<file path="src/rtl/siso_xfer_pkg.sv">
// siso_xfer_pkg
// Shared definitions for the SISO transfer controller:
//   - state_t   : FSM state encoding (IDLE, SHIFT, FLUSH, DONE)
//   - cnt_width : width of the edge counter, which must hold DATA_W+SR_DEPTH
package siso_xfer_pkg;

    typedef enum logic [1:0] {
        ST_IDLE  = 2'd0,
        ST_SHIFT = 2'd1,
        ST_FLUSH = 2'd2,
        ST_DONE  = 2'd3
    } state_t;

    function automatic int cnt_width(input int data_w, input int sr_depth);
        return $clog2(data_w + sr_depth + 1);
    endfunction

endpackage

</file>
<file path="src/rtl/siso_xfer_bitcnt.sv">
// siso_xfer_bitcnt
// Loadable edge counter for the transfer sequencer.
// Ports:
//   clk, reset_n    : clock, asynchronous active-low reset
//   i_clr           : load 0 (acceptance edge), has priority over i_en
//   i_en            : count this edge (SHIFT/FLUSH)
//   o_cnt           : current count = edges since acceptance
//   o_last_shift    : the coming counted edge reaches DATA_W
//   o_last_cap      : the coming counted edge reaches DATA_W+SR_DEPTH
// Both terminal flags look one edge ahead so the FSM can change state on
// exactly the edge where the count reaches its terminal value.
module siso_xfer_bitcnt
    import siso_xfer_pkg::*;
#(
    parameter int DATA_W   = 8,
    parameter int SR_DEPTH = 4,
    parameter int CNT_W    = cnt_width(DATA_W, SR_DEPTH)
) (
    input  logic             clk,
    input  logic             reset_n,
    input  logic             i_clr,
    input  logic             i_en,
    output logic [CNT_W-1:0] o_cnt,
    output logic             o_last_shift,
    output logic             o_last_cap
);

    logic [CNT_W-1:0] r_cnt;

    always_ff @(posedge clk or negedge reset_n) begin
        if (!reset_n) begin
            r_cnt <= '0;
        end else if (i_clr) begin
            r_cnt <= '0;
        end else if (i_en) begin
            r_cnt <= r_cnt + CNT_W'(1);
        end
    end

    assign o_cnt        = r_cnt;
    assign o_last_shift = i_en && (r_cnt == CNT_W'(DATA_W - 1));
    assign o_last_cap   = i_en && (r_cnt == CNT_W'(DATA_W + SR_DEPTH - 1));

endmodule

</file>
<file path="src/rtl/siso_xfer_ctrl.sv">
// siso_xfer_ctrl
// Sequencer for a SISO shift-register chain. Accepts a parallel word,
// shifts it MSB-first onto sr_sdi, flushes with zeros, captures the bits
// emerging on sr_sdo and returns the reassembled word.
// Ports:
//   clk, reset_n          : clock (shared with chain), async active-low reset
//   in_valid/in_data      : producer word, accepted when in_ready=1
//   in_ready              : registered, high only in IDLE
//   sr_sdi                : registered serial bit into the chain
//   sr_sdo                : serial bit from the chain's last stage
//   out_valid/out_data    : received word, held until out_ready
//   out_ready             : consumer accept
//   busy                  : state != IDLE
//   err                   : loopback mismatch (sticky)
// Optional feature: define SISO_XFER_LOOPBACK_CHECK_EN to compare the
// received word with the transmitted one; otherwise err is tied low.
// Handshakes: a transfer happens on a rising edge where valid and ready are
// both high; valid/data are held by the source until that edge.
module siso_xfer_ctrl
    import siso_xfer_pkg::*;
#(
    parameter int DATA_W   = 8,
    parameter int SR_DEPTH = 4
) (
    input  logic              clk,
    input  logic              reset_n,
    input  logic              in_valid,
    input  logic [DATA_W-1:0] in_data,
    output logic              in_ready,
    output logic              sr_sdi,
    input  logic              sr_sdo,
    output logic              out_valid,
    output logic [DATA_W-1:0] out_data,
    input  logic              out_ready,
    output logic              busy,
    output logic              err
);

    localparam int CNT_W = cnt_width(DATA_W, SR_DEPTH);

    state_t            r_state;
    logic              r_in_ready;
    logic              r_sr_sdi;
    logic              r_out_valid;
    logic [DATA_W-1:0] r_out_data;
    logic [DATA_W-1:0] r_tx_sh;
    logic [DATA_W-1:0] r_rx;

    logic              w_accept;
    logic              w_run;
    logic              w_cap;
    logic [DATA_W-1:0] w_rx_nxt;
    logic [CNT_W-1:0]  w_cnt;
    logic              w_last_shift;
    logic              w_last_cap;

    assign w_accept = (r_state == ST_IDLE) && in_valid && r_in_ready;
    assign w_run    = (r_state == ST_SHIFT) || (r_state == ST_FLUSH);
    // The first SR_DEPTH counted edges only see whatever the chain held
    // before the word reached its end, so sampling starts after them.
    assign w_cap    = w_run && (w_cnt >= CNT_W'(SR_DEPTH));
    assign w_rx_nxt = {r_rx[DATA_W-2:0], sr_sdo};

    siso_xfer_bitcnt #(
        .DATA_W   (DATA_W),
        .SR_DEPTH (SR_DEPTH),
        .CNT_W    (CNT_W)
    ) u_bitcnt (
        .clk          (clk),
        .reset_n      (reset_n),
        .i_clr        (w_accept),
        .i_en         (w_run),
        .o_cnt        (w_cnt),
        .o_last_shift (w_last_shift),
        .o_last_cap   (w_last_cap)
    );

    always_ff @(posedge clk or negedge reset_n) begin
        if (!reset_n) begin
            r_state     <= ST_IDLE;
            r_in_ready  <= 1'b0;
            r_sr_sdi    <= 1'b0;
            r_out_valid <= 1'b0;
            r_out_data  <= '0;
            r_tx_sh     <= '0;
            r_rx        <= '0;
        end else begin
            case (r_state)
                ST_IDLE: begin
                    r_in_ready <= 1'b1;
                    r_sr_sdi   <= 1'b0;
                    if (w_accept) begin
                        // MSB goes out on the acceptance edge; the shifter
                        // keeps the remaining bits left-aligned.
                        r_sr_sdi   <= in_data[DATA_W-1];
                        r_tx_sh    <= in_data << 1;
                        r_rx       <= '0;
                        r_in_ready <= 1'b0;
                        r_state    <= ST_SHIFT;
                    end
                end
                ST_SHIFT: begin
                    r_sr_sdi <= r_tx_sh[DATA_W-1];
                    r_tx_sh  <= r_tx_sh << 1;
                    if (w_cap) begin
                        r_rx <= w_rx_nxt;
                    end
                    if (w_last_shift) begin
                        r_state <= ST_FLUSH;
                    end
                end
                ST_FLUSH: begin
                    r_sr_sdi <= 1'b0;
                    if (w_cap) begin
                        r_rx <= w_rx_nxt;
                    end
                    if (w_last_cap) begin
                        r_out_data  <= w_rx_nxt;
                        r_out_valid <= 1'b1;
                        r_state     <= ST_DONE;
                    end
                end
                ST_DONE: begin
                    if (out_ready) begin
                        r_out_valid <= 1'b0;
                        r_in_ready  <= 1'b1;
                        r_state     <= ST_IDLE;
                    end
                end
                default: begin
                    r_state <= ST_IDLE;
                end
            endcase
        end
    end

    assign in_ready  = r_in_ready;
    assign sr_sdi    = r_sr_sdi;
    assign out_valid = r_out_valid;
    assign out_data  = r_out_data;
    assign busy      = (r_state != ST_IDLE);

`ifdef SISO_XFER_LOOPBACK_CHECK_EN
    logic [DATA_W-1:0] r_tx_word;
    logic              r_err;

    always_ff @(posedge clk or negedge reset_n) begin
        if (!reset_n) begin
            r_tx_word <= '0;
            r_err     <= 1'b0;
        end else if (w_accept) begin
            r_tx_word <= in_data;
            r_err     <= 1'b0;
        end else if (w_last_cap) begin
            r_err <= (w_rx_nxt != r_tx_word);
        end
    end

    assign err = r_err;
`else
    assign err = 1'b0;
`endif

endmodule

</file>
<file path="config.mk">
export PLATFORM = sky130hd
export DESIGN_NAME = siso_xfer_ctrl
export DESIGN_NICKNAME = d
export VERILOG_FILES = /design/src/rtl/siso_xfer_pkg.sv /design/src/rtl/siso_xfer_bitcnt.sv /design/src/rtl/siso_xfer_ctrl.sv
export SDC_FILE = /design/constraint.sdc
export NUM_CORES = 1
export LEC_CHECK = 0
export ABC_AREA = 1
export ABC_CLOCK_PERIOD_IN_PS = 1800
export BUFFER_PORTS_ARGS = -buffer_cell sky130_fd_sc_hd__clkbuf_2
export CAP_MARGIN = 20
export CORE_ASPECT_RATIO = 1.1
export CORE_UTILIZATION = 45
export DETAILED_ROUTE_END_ITERATION = 12
export PLACE_DENSITY_LB_ADDON = 0.05
export SLEW_MARGIN = 25
export SYNTH_ARGS = -nofsm -noshare
export SYNTH_HDL_FRONTEND = slang
export SYNTH_SLANG_ARGS = --single-unit
</file>
<file path="constraint.sdc">
create_clock -name clk -period 1.8 [get_ports clk]
set_clock_uncertainty 0.2 [all_clocks]
set_input_delay 0.27 -clock clk [delete_from_list [all_inputs] [get_ports clk]]
set_output_delay 0.27 -clock clk [all_outputs]
set_load 0.01 [all_outputs]
</file>
Word level (Yosys, flattened, before mapping)
Index checks and enable logic that the tools add are counted.
Widths: inputs -> output; s select.
{ "word_totals": {"n_memories": 0, "regBits": 32, "romBits": 0, "latchBits": 0, "wordCells": 61, "ramBits": 0, "input_bits": 13, "out_inout_bits": 13} }
{ "classes": {"addsub": 1, "n_eq_ne": 10, "n_bitwise": 0, "multipliers": 0, "n_shift": 0, "mux": 20, "n_div": 0, "n_lt_le_gt_ge": 1, "n_reduce_logical": 21} }
{ "ops": {"columns": ["operator", "n"], "rows": [
  ["$pmux 8 s2", 1],
  ["$mux 7", 2],
  ["$pmux 7 s2", 1],
  ["$reduce_bool 2->1", 6],
  ["$mux 2", 4],
  ["$mux 4", 2],
  ["$mux 8", 1],
  ["$ne 2x1->1 const B", 4],
  ["$pmux 2 s4", 1],
  ["$reduce_and 2->1", 3],
  ["$reduce_and 3->1", 2],
  ["$logic_and 1x1->1", 5],
  ["$mux 1", 5],
  ["$add 4x1->4 const B", 1],
  ["$eq 2x2->1 const B", 2],
  ["$eq 4x3->1 const B", 1],
  ["$eq 4x4->1 const B", 1],
  ["$ge 4x3->1 const B", 1],
  ["$pmux 1 s2", 2],
  ["$reduce_and 4->1", 1],
  ["$pmux 1 s3", 1],
  ["$reduce_bool 3->1", 1],
  ["$eq 2x1->1 const B", 1],
  ["$logic_not 2->1", 1],
  ["other kinds (3)", 3]
]} }

Logic depth before layout (Yosys ltp)
Gate-level depths: netlist of run 1.
{ "depth": {"ltp_word": 5, "mapped_depth": 10} }

By module
A second synthesis of run 1 with hierarchy kept.
{ "hier_totals": {"hier_cells": 176, "area_unflattened_um2": 1560.2} }
{ "by_module_without_submodules": {"columns": ["mod", "cells_each", "area_per_inst_um2", "n_inst"], "rows": [
  ["siso_xfer_ctrl", 150, 1357.6, 1],
  ["siso_xfer_bitcnt", 26, 202.7, 1]
]} }

Least setup slack after synthesis of run 1
No wires, ideal clock.
{ "synth_timing": {"kind": "reg2reg", "startpoint": "register r_state[0]", "endpoint": "register r_out_data[2] (netlist: out_data[2])", "synth_period_minus_slack_ns": 1.754, "stages_incl_launch_ff": 10, "required_ns": 1.482, "setup_slack_ns": 0.046, "setup_time_ns": 0.118, "arrival_ns": 1.436, "cell_sequence": "dfrtp_1 > inv_1 > ha_1 > buf_4 > inv_2 > nor2_4 > nand3_2 > buf_6 > nand2_1 > o21ai_2"} }
{ "synth_via": {"elab_chain_cells": 4} }
{ "synth_rtl": {"columns": ["item", "line_no", "rtl"], "rows": [
  ["start, declared", "siso_xfer_ctrl.sv:41", "state_t r_state;"],
  ["start signal, assigned", "siso_xfer_ctrl.sv:80", "r_state <= ST_IDLE;"],
  ["start signal, assigned", "siso_xfer_ctrl.sv:99", "r_state <= ST_SHIFT;"],
  ["start signal, assigned", "siso_xfer_ctrl.sv:109", "r_state <= ST_FLUSH;"],
  ["$eq 2x1->1 or $eq 2x2->1 (tied branches)", "siso_xfer_ctrl.sv:58, siso_xfer_ctrl.sv:88", null],
  ["$logic_or 1x1->1", "siso_xfer_ctrl.sv:58", "assign w_run = (r_state == ST_SHIFT) || (r_state == ST_FLUSH);"],
  ["$logic_and 1x1->1", "siso_xfer_bitcnt.sv:42", "assign o_last_cap = i_en && (r_cnt == CNT_W'(DATA_W + SR_DEPTH - 1));"],
  ["$reduce_and 2->1 (no line) (*)", null, null],
  ["end signal, assigned", "siso_xfer_ctrl.sv:118", "r_out_data <= w_rx_nxt;"],
  ["end, declared", "siso_xfer_ctrl.sv:45", "logic [DATA_W-1:0] r_out_data;"]
]} }
Mark *: on every way between the ends. The rest lies on a longest branch, timed or not.
A chain may end at the register's enable or synchronous reset.

Worst setup path after layout of run 1
{ "layout_timing": {"startpoint": "register r_state[0]", "endpoint": "output port busy"} }
{ "layout_via": {"elab_chain_cells": 1} }
{ "layout_rtl": {"columns": ["item", "line_no", "rtl"], "rows": [
  ["$reduce_bool 2->1", "siso_xfer_ctrl.sv:141", "assign busy = (r_state != ST_IDLE);"],
  ["end, declared", "siso_xfer_ctrl.sv:35", "output logic busy,"]
]} }
No other way between the ends.

==> impl_results.md, run 1 <==
* Status: finished clean
* Max Cap Viol at 0
* CP Max Fanout at 4
* Critical path's largest stage delay at 0.40 ns
* Num rows at 22
* Switching Share at 0.4275
* Clock transition at path regs at 0.09 ns
* I/O pin count at 26
* Class of the worst hold path: input port to flop
* Die Y-Extent at 63.83 um
* Synthesized Nets at 194
* Power Dens Cells at 1606 mW/mm^2
* Synth warn at 0
* CP Launch Type: flop
* Post-DR vias/cell at 4.600
* Synthesized flop and latch total at 31
* Root Buffer: clkbuf_4
* GRT Residual Overflow at 0
* Worst Setup End Kind: primary output
* Synth unique cells at 25
* RSZ-0062 raised after global routing: false
* Finished Cell Area at 0.001911 mm^2
* Clk network pwr share at 0.134
* Placer congestion estimate at 0.8244
* Gate Count Post-Synth at 174
* Placed cells at 248
* Initial antenna violation count at 0
* Pre-antenna DRT Iters at 4
* Most frequent cell after synthesis: nand2_1
* Setup bufs post-CTS at 0
* Cell family with most CP delay: flip-flops
* Largest net degree at the start of global routing at 32
* Area grow syn2layout at 22.16%
* P_sw at 1.311 mW
* Core Util, Final at 0.5736
* Max VDD drop at 803.7 uV
* Total Routing Usage GR at 0.1825
* Post-DP Area at 0.001742 mm^2
* Critical Path AT at 1.23 ns
* Crit share post-route at 0.9430
* Vias at 1219
* Final setup violating endpoints at 0
* # diodes at 0
* Syn Area/Cell at 8.989 um^2
* Drc violations at 0
* Die X at 58.21 um
* Ys flop type: dfrtp_1
* Cell Count, Final, Fillers Out at 265
* Die area at 0.003716 mm^2
* Layout cells sized above 1 at 0.2719
* Post-synth top area cell: dfrtp_1
* Crit path max-delay cell type: dfrtp_1
* P_int at 1.757 mW
* Final ANT Viol Nets at 0
* Num CTS Buffers at 5
* Wire per inst at 10.39 um
* Final WS setup at 0.1026 ns
* Final wirelength at 2.754 mm
* Leakage at 0.9498 nW
* Clock buffer depth at 2
* Final Max Tran Viols at 0
* Sequential share of the synthesized area at 0.4960
* Pre-CTS setup slack at 0.04370 ns
* Initial core utilization at 0.4696
* Top post-synthesis cells by area: dfrtp_1 (50%), nand2_1 (11%), ha_1 (5.6%)
* WHS at 0.03029 ns
* Via count of the first global-routing pass at 1195
* CTS tree: built
* Kind of critical path: flop to primary output
* Core area at 0.003331 mm^2
* Hold Violations, Final at 0
* F_max at 589.2 MHz
* Post-Syn Area at 0.001564 mm^2
* WP data required at 1.33 ns
* Worst-Skew Late Latency at 0.32 ns
* Worst Path Buf+Inv at 3
* Clock net sink count at 31
* Post-synth EDFFs at 0
* Setup TNS at 0 ns
* Power share of the combinational group at 0.511
* Final Total Pwr at 3.068 mW
* DP Wirelength at 2.016 mm
* H-tree levels at 2
* Fin nets at 237
* Sequential share of power at 0.355
* Top cells by instance count after synthesis: nand2_1 (45), dfrtp_1 (31), inv_1 (22)
* Synth top area share at 0.4960
* CP Cell Sequence: inv_2, ha_4, inv_1, clkbuf_2
* First-pass GRT wire length at 5.119 mm
* Initial detailed-routing violation count at 44
* PortBufs at 24
* Asr flop ratio synth at 1.000
* Tmin final at 1.697 ns
-- layout by cell type (no fill, tap or decap), drive strengths merged --
cell type,synthesis,final
a21oi,2,2
a31oi,7,7
buf,4,7
clkbuf,1,30
clkinv,0,1
conb,1,1
dfrtp,31,31
dlygate4sd3,0,10
ha,7,7
inv,24,24
nand2,45,45
nand3,9,9
nand4,3,3
nor2,15,15
nor3,1,1
nor3b,1,1
o21ai,22,22
or2,1,1
-- registers in the layout, summed over array words and instances (netlist names) --
register,count
out_data,8
r_tx_sh,7
in_ready,1
r_state,2
out_valid,1
sr_sdi,1
r_rx,7
u_bitcnt.o_cnt,4
-- timing repair --
action                                  in CTS  in global routing
resized for setup                            2                  4
pin swaps                                    0                  0
endpoints found under the setup margin       1                  6
hold buffers                                10                  0
hold endpoints to repair                    40                  0
-- power groups by stage --
stage,registers [mW],clock network [mW],logic [mW]
after detailed placement,1.10,0,1.51
final,1.09,0.410,1.57
after CTS,1.09,0.428,1.58
after global routing,1.12,0.454,1.81
after global placement,1.10,0,1.48
after floorplan,1.11,0,1.14
-- kinds of logic after synthesis --
group                      share of synthesized area
and+or+nand+nor                               0.2192
AOI/OAI and AO/OA                             0.1336
DFF                                           0.4960
buffers and inverters                        0.09279
adders and majority gates                    0.05600
other                                       0.002398
-- layer usage --
metal | vias to the layer above | GRT usage | routed length, um
li1 | 638 | - | -
met1 | 555 | 0.2360 | 1305
met2 | 20 | 0.2830 | 1302
met3 | 6 | 0.05668 | 88
met4 | 0 | 0.07143 | 57
met5 | - | 0 | 0
-- worst min-delay path: stages --
cell      delay, ns
clkbuf_2       0.09
nand3_1        0.07
o21ai_0        0.07
inv_1          0.04
-- area by class of cell --
type	count	area, um^2
tap	48	60.06
inverter	24	90.09
clock inverter	1	5.005
clock buffer	6	51.30
multi-input combinational	114	655.6
fill	320	1420
timing repair buffer	41	272.8
sequential	31	775.7
-- path summary, 6_finish.rpt --
path,slack [ns],startpoint,endpoint,cells past startpoint
worst max-delay path,0.10,r_state[0],busy,4
worst min-delay path,0.03,out_ready,out_valid,4
worst max register to register,0.15,r_state[0],r_state[1],8
worst min register to register,0.29,out_data[2],out_data[2],2
max in group asynchronous,0.83,reset_n,r_tx_sh[4],3
min in group asynchronous,0.29,reset_n,r_state[0],3
(Power assumes the default switching activity.)
==> run 2: changes to the inputs <==
Settings changed: CTS_BUF_LIST set to sky130_fd_sc_hd__clkbuf_4 sky130_fd_sc_hd__clkbuf_8 sky130_fd_sc_hd__clkbuf_16, SYNTH_HIERARCHICAL set to 1.
==> run 2 against run 1 <==
Against the previous run: final area rose by 1.4%; highest routed layer unchanged; synthesized area fell by 0.24%; clock-buffer cell count did not move; register-to-register slack got worse by 0.09 ns; flip-flop and latch count did not move; critical path type is now flop to flop.
==> impl_results.md, run 2 <==
* Status: finished clean
* R2r setup slk at 0.06 ns
* Final ANT Viol Nets at 0
* Commonest non-fill, non-tap cell in the layout: nand2_1
* Cell family with most CP delay: simple AND/OR/NAND/NOR gates
* Setup bufs post-CTS at 0
* Area grow syn2layout at 24.22%
* Class of the worst hold path: input port to flop
* Worst Hold Path Cells at 5
* # diodes at 0
* Hold path start: in_data[4]
* Final wirelength at 3.205 mm
* Core area at 0.003331 mm^2
* Most frequent cell after synthesis: nand2_1
* Largest net degree at the start of global routing at 32
* Crit share post-route at 0.9659
* F_max at 575.2 MHz
* Num rows at 22
* Fin nets at 232
* Initial antenna violation count at 0
* Ys flop type: dfrtp_1
* Crit path max-delay cell type: dfrtp_1
* Critical path's largest stage delay at 0.38 ns
* Clock transition at path regs at 0.09 ns
* Clock buffer depth at 2
* Power share of the combinational group at 0.508
* PortBufs at 24
* Top post-synthesis cells by area: dfrtp_1 (50%), nand2_1 (13%), mux2_2 (5.8%)
* DP Wirelength at 2.150 mm
* Asr flop ratio synth at 1.000
* Placed cells at 251
* Worst-Skew Late Latency at 0.34 ns
* CTS tree: built
* Reg2reg start: r_state[1]
* Pre-antenna DRT Iters at 4
* Drc violations at 0
* Post-synth top area cell: dfrtp_1
* Post-Syn Area at 0.001560 mm^2
* Leakage at 1.021 nW
* Final WS setup at 0.06136 ns
* First-pass GRT wire length at 5.540 mm
* Switching Share at 0.4304
* Clock net sink count at 31
* Initial detailed-routing violation count at 42
* Synth unique cells at 26
* CP Max Fanout at 5
* Synthesized flop and latch total at 31
* Worst Path Buf+Inv at 2
* CP Cell Sequence: inv_2, ha_4, nand2_4, nor2_4, inv_1, nand2_2, nand3_2, o21bai_1, nand2_1
* Setup TNS at 0 ns
* Die X at 58.14 um
* Top cells by instance count after synthesis: nand2_1 (53), dfrtp_1 (31), inv_1 (19)
* Max reg flops at 8
* Via count of the first global-routing pass at 1201
* Max VDD drop at 932.3 uV
* Clk network pwr share at 0.171
* P_int at 1.926 mW
* Root Buffer: clkbuf_4
* Sequential share of the synthesized area at 0.4972
* Worst Setup End Kind: flop
* Final Max Tran Viols at 0
* R2R depth at 9
* Max Cap Viol at 0
* I/O pin count at 26
* RR Endpoint: r_state[1]
* Hold Violations, Final at 0
* CP Launch Point: r_state[1]
* Die area at 0.003707 mm^2
* Post-DP Area at 0.001780 mm^2
* Wire per inst at 12.19 um
* Placer congestion estimate at 0.7652
* # fillers at 329
* Synth top area share at 0.4972
* Finished Cell Area at 0.001938 mm^2
* Post-DR vias/cell at 4.730
* Power Dens Cells at 1744 mW/mm^2
* Pre-CTS setup slack at -0.01312 ns
* Tmin final at 1.739 ns
* Synthesized Nets at 194
* Num CTS Buffers at 5
* Critical Path AT at 1.77 ns
* Syn Area/Cell at 8.865 um^2
* Post-synth EDFFs at 0
* H-tree levels at 2
* Die Y-Extent at 63.76 um
* Cell Count, Final, Fillers Out at 263
* WHS at 0.04658 ns
* Final setup violating endpoints at 0
* CP Launch Type: flop
* Synth warn at 6
* RSZ-0062 raised after global routing: true
* Vias at 1244
* Total Routing Usage GR at 0.2034
* Kind of critical path: flop to flop
* Sequential share of power at 0.320
* GRT Residual Overflow at 0
* P_sw at 1.455 mW
* Layout cells sized above 1 at 0.3163
* Gate Count Post-Synth at 176
* Most frequent cells in the layout: nand2_1 (50), dfrtp_1 (31), clkbuf_2 (24)
* WP data required at 1.83 ns
* WHS Endpoint: r_tx_sh[5]
* Initial core utilization at 0.4684
==> run 2: repair_timing <==
item | CTS | global route
gates resized for setup | 3 | 10
endpoints found under the setup margin | 8 | 6
endpoints found under the hold margin | 33 | 0
pin swaps | 3 | 7
cloned | 1 | 0
hold buffers | 3 | 0
==> run 2: worst max path at each step <==
| stage | slack [ns] | cells after the start | endpoint |
|---|---|---|---|
| 3_3_place_gp | 0.07 | 6 | out_data[1] |
| 3_5_place_dp | -0.01 | 6 | out_data[2] |
| 2_1_floorplan | 0.08 | 6 | out_data[0] |
| 6_report | 0.06 | 9 | r_state[1] |
| 4_1_cts | 0.005 | 9 | r_state[1] |
| 5_1_grt | -0.04 | 9 | r_state[1] |
==> run 2: kinds of logic after synthesis <==
family	Yosys count	share of synthesized area
and+or+nand+nor	80	0.2350
DFF	31	0.4972
AOI/OAI and AO/OA	26	0.09783
buffers and inverters	25	0.06976
muxes	8	0.05774
adders and majority gates	5	0.04010
other	1	0.002403
==> run 2: cell type report <==
class,count,area [um^2],area share
sequential,31,775.7,0.4003
multi-input combinational,121,732.0,0.3777
timing repair buffer,34,202.7,0.1046
inverter,21,81.33,0.04196
tap,48,60.06,0.03099
clock buffer,6,51.30,0.02647
clock inverter,2,35.03,0.01808
==> run 2: worst register-to-register path: cells and delay by family, from the launching register on <==
| family | cells | cell delay (ns) |
|---|---|---|
| AND/OR/NAND/NOR | 5 | 0.48 |
| flip-flops | 1 | 0.38 |
| adder cells (fa/ha/maj) | 1 | 0.29 |
| AO/OA/AOI/OAI | 1 | 0.16 |
| buffers and inverters | 2 | 0.14 |
==> run 2: metrics by stage <==
stage | power [mW] | utilization
final | 3.381 | 0.5819
after floorplan | 2.260 | -
after global routing | 3.663 | 0.5819
after CTS | 3.347 | 0.5736
after detailed placement | 2.699 | 0.5346
after global placement | 2.647 | 0.5346
==> run 2: metal layers <==
layer  GRT usage  vias to the layer above  routed length [um]  part of all wire
li1            -                      634                   -                 -
met3     0.06073                        6                 113             0.035
met1      0.2589                      580                1460              0.46
met5           0                        -                   0                 0
met2      0.3175                       24                1571              0.49
met4     0.08929                        0                  60             0.019
==> run 2: power by group through the flow <==
stage          combinational [mW]  sequential, mW  clock [mW]
6_report                     1.72            1.08       0.579
5_1_grt                      1.93            1.11       0.620
4_1_cts                      1.66            1.08       0.600
3_5_place_dp                 1.61            1.09           0
3_3_place_gp                 1.56            1.09           0
2_1_floorplan                1.17            1.09           0
==> run 3: changes to the inputs <==
Settings changed: PLACE_DENSITY_LB_ADDON 0.05 to 0.2, SETUP_SLACK_MARGIN set to 0.1.
==> run 3 against run 2 <==
Against the previous run: critical path depth unchanged; non-clock buffer count up 2; register-to-register slack better by 0.05 ns; fmax up 2.7%; total power up 3.3%; die area unchanged; combinational power up 6%; critical path type unchanged.
==> impl_results.md, run 3 (synthesis gave the netlist of run 2 again) <==
* DP Wirelength at 2.208 mm
* Clock net sink count at 31
* CTS tree: built
* Finished Cell Area at 0.001976 mm^2
* CP Launch Type: flop
* Placer congestion estimate at 0.7806
* Initial core utilization at 0.4684
* GRT Residual Overflow at 0
* Initial detailed-routing violation count at 49
* Power Dens Cells at 1768 mW/mm^2
* RSZ-0062 raised after global routing: true
* Clock buffer depth at 2
* Setup TNS at 0 ns
* Max VDD drop at 893.8 uV
* Crit path max-delay cell type: dfrtp_1
* Die Y-Extent at 63.76 um
* H-tree levels at 2
* I/O pin count at 26
* Vias at 1263
* Post-DP Area at 0.001768 mm^2
* CP Max Fanout at 4
* Critical Path AT at 1.73 ns
* Status: finished clean
* Worst-Skew Late Latency at 0.34 ns
* Initial antenna violation count at 0
* Largest net degree at the start of global routing at 32
* Final WS setup at 0.1066 ns
* Wire per inst at 11.57 um
* Area grow syn2layout at 26.62%
* Num CTS Buffers at 5
* Class of the worst hold path: input port to flop
* Final setup violating endpoints at 0
* F_max at 590.5 MHz
* Die X at 58.14 um
* First-pass GRT wire length at 5.340 mm
* Hold Violations, Final at 0
* # diodes at 0
* Root Buffer: clkbuf_4
* WP data required at 1.84 ns
* Fin nets at 233
* Post-DR vias/cell at 4.784
* Max Cap Viol at 0
* Total Routing Usage GR at 0.1917
* Pre-CTS setup slack at -0.02935 ns
* Layout cells sized above 1 at 0.3426
* PortBufs at 24
* Critical path's largest stage delay at 0.38 ns
* Core area at 0.003331 mm^2
* Final ANT Viol Nets at 0
* Via count of the first global-routing pass at 1270
* Worst Path Buf+Inv at 2
* Cell family with most CP delay: simple AND/OR/NAND/NOR gates
* Final wirelength at 3.054 mm
* Most frequent cells in the layout: nand2_1 (48), dfrtp_1 (31), clkbuf_2 (23)
* Worst Setup End Kind: flop
* CP Cell Sequence: inv_2, ha_4, nand2_4, nor2_4, inv_1, nand2_2, nand3_2, o21bai_1, nand2_1
* Max reg flops at 8
* Leakage at 1.048 nW
* Tmin final at 1.693 ns
* Num rows at 22
* Commonest non-fill, non-tap cell in the layout: nand2_1
* Final Max Tran Viols at 0
* Final Total Pwr at 3.494 mW
* Kind of critical path: flop to flop
* Die area at 0.003707 mm^2
* Crit share post-route at 0.9408
* Clock transition at path regs at 0.11 ns
* Pre-antenna DRT Iters at 6
* Drc violations at 0
-- run 3: timing repair --
action	4_1_cts	5_1_grt
hold buffers	3	0
pin swaps	2	3
buffers inserted	2	2
endpoints found under the hold margin	33	0
setup endpoints to repair	19	18
gates resized for setup	10	13
-- run 3: report_power, final --
group	leakage, nW	switching [mW]	internal, mW
clock	0.0482	0.240	0.328
combinational	0.596	1.09	0.742
sequential	0.404	0.158	0.935
-- run 3: tightest hold or removal path, stage by stage --
cell      delay, ns
clkbuf_2       0.08
nand2_1        0.05
o21a_1         0.11
a21oi_1        0.06
-- run 3: stage by stage --
step / utilization / hold WS, ns / cells
2_1_floorplan: - / -0.2256 / 176
3_3_place_gp: 0.5308 / 0.1071 / 249
3_5_place_dp: 0.5308 / 0.1057 / 249
4_1_cts: 0.5815 / 0.04434 / 262
5_1_grt: 0.5932 / 0.07120 / 264
6_report: 0.5932 / 0.05776 / 264
-- run 3: worst paths after layout --
check,from,end,slack [ns],cells after the start
worst max register to register,r_state[1],r_state[1],0.11,9
worst min-delay path,in_data[6],r_tx_sh[7],0.06,4
worst max-delay path,r_state[1],r_state[1],0.11,9
min in group asynchronous,reset_n,in_ready,0.27,3
max in group asynchronous,reset_n,out_data[2],0.84,3
worst min register to register,sr_sdi,sr_sdi,0.28,2
-- run 3: per-layer routing --
layer,GRT usage,up-vias,wire length [um]
met5,0,-,0
met4,0.1071,0,79
met3,0.05668,9,138
met2,0.3103,38,1487
met1,0.2243,578,1349
li1,-,638,-
-- run 3: area by class of cell --
type | instances | area (um^2)
timing repair buffer | 36 | 227.7
tap | 48 | 60.06
clock inverter | 2 | 35.03
multi-input combinational | 120 | 742.0
fill | 312 | 1355
inverter | 21 | 83.83
sequential | 31 | 775.7
clock buffer | 6 | 51.30
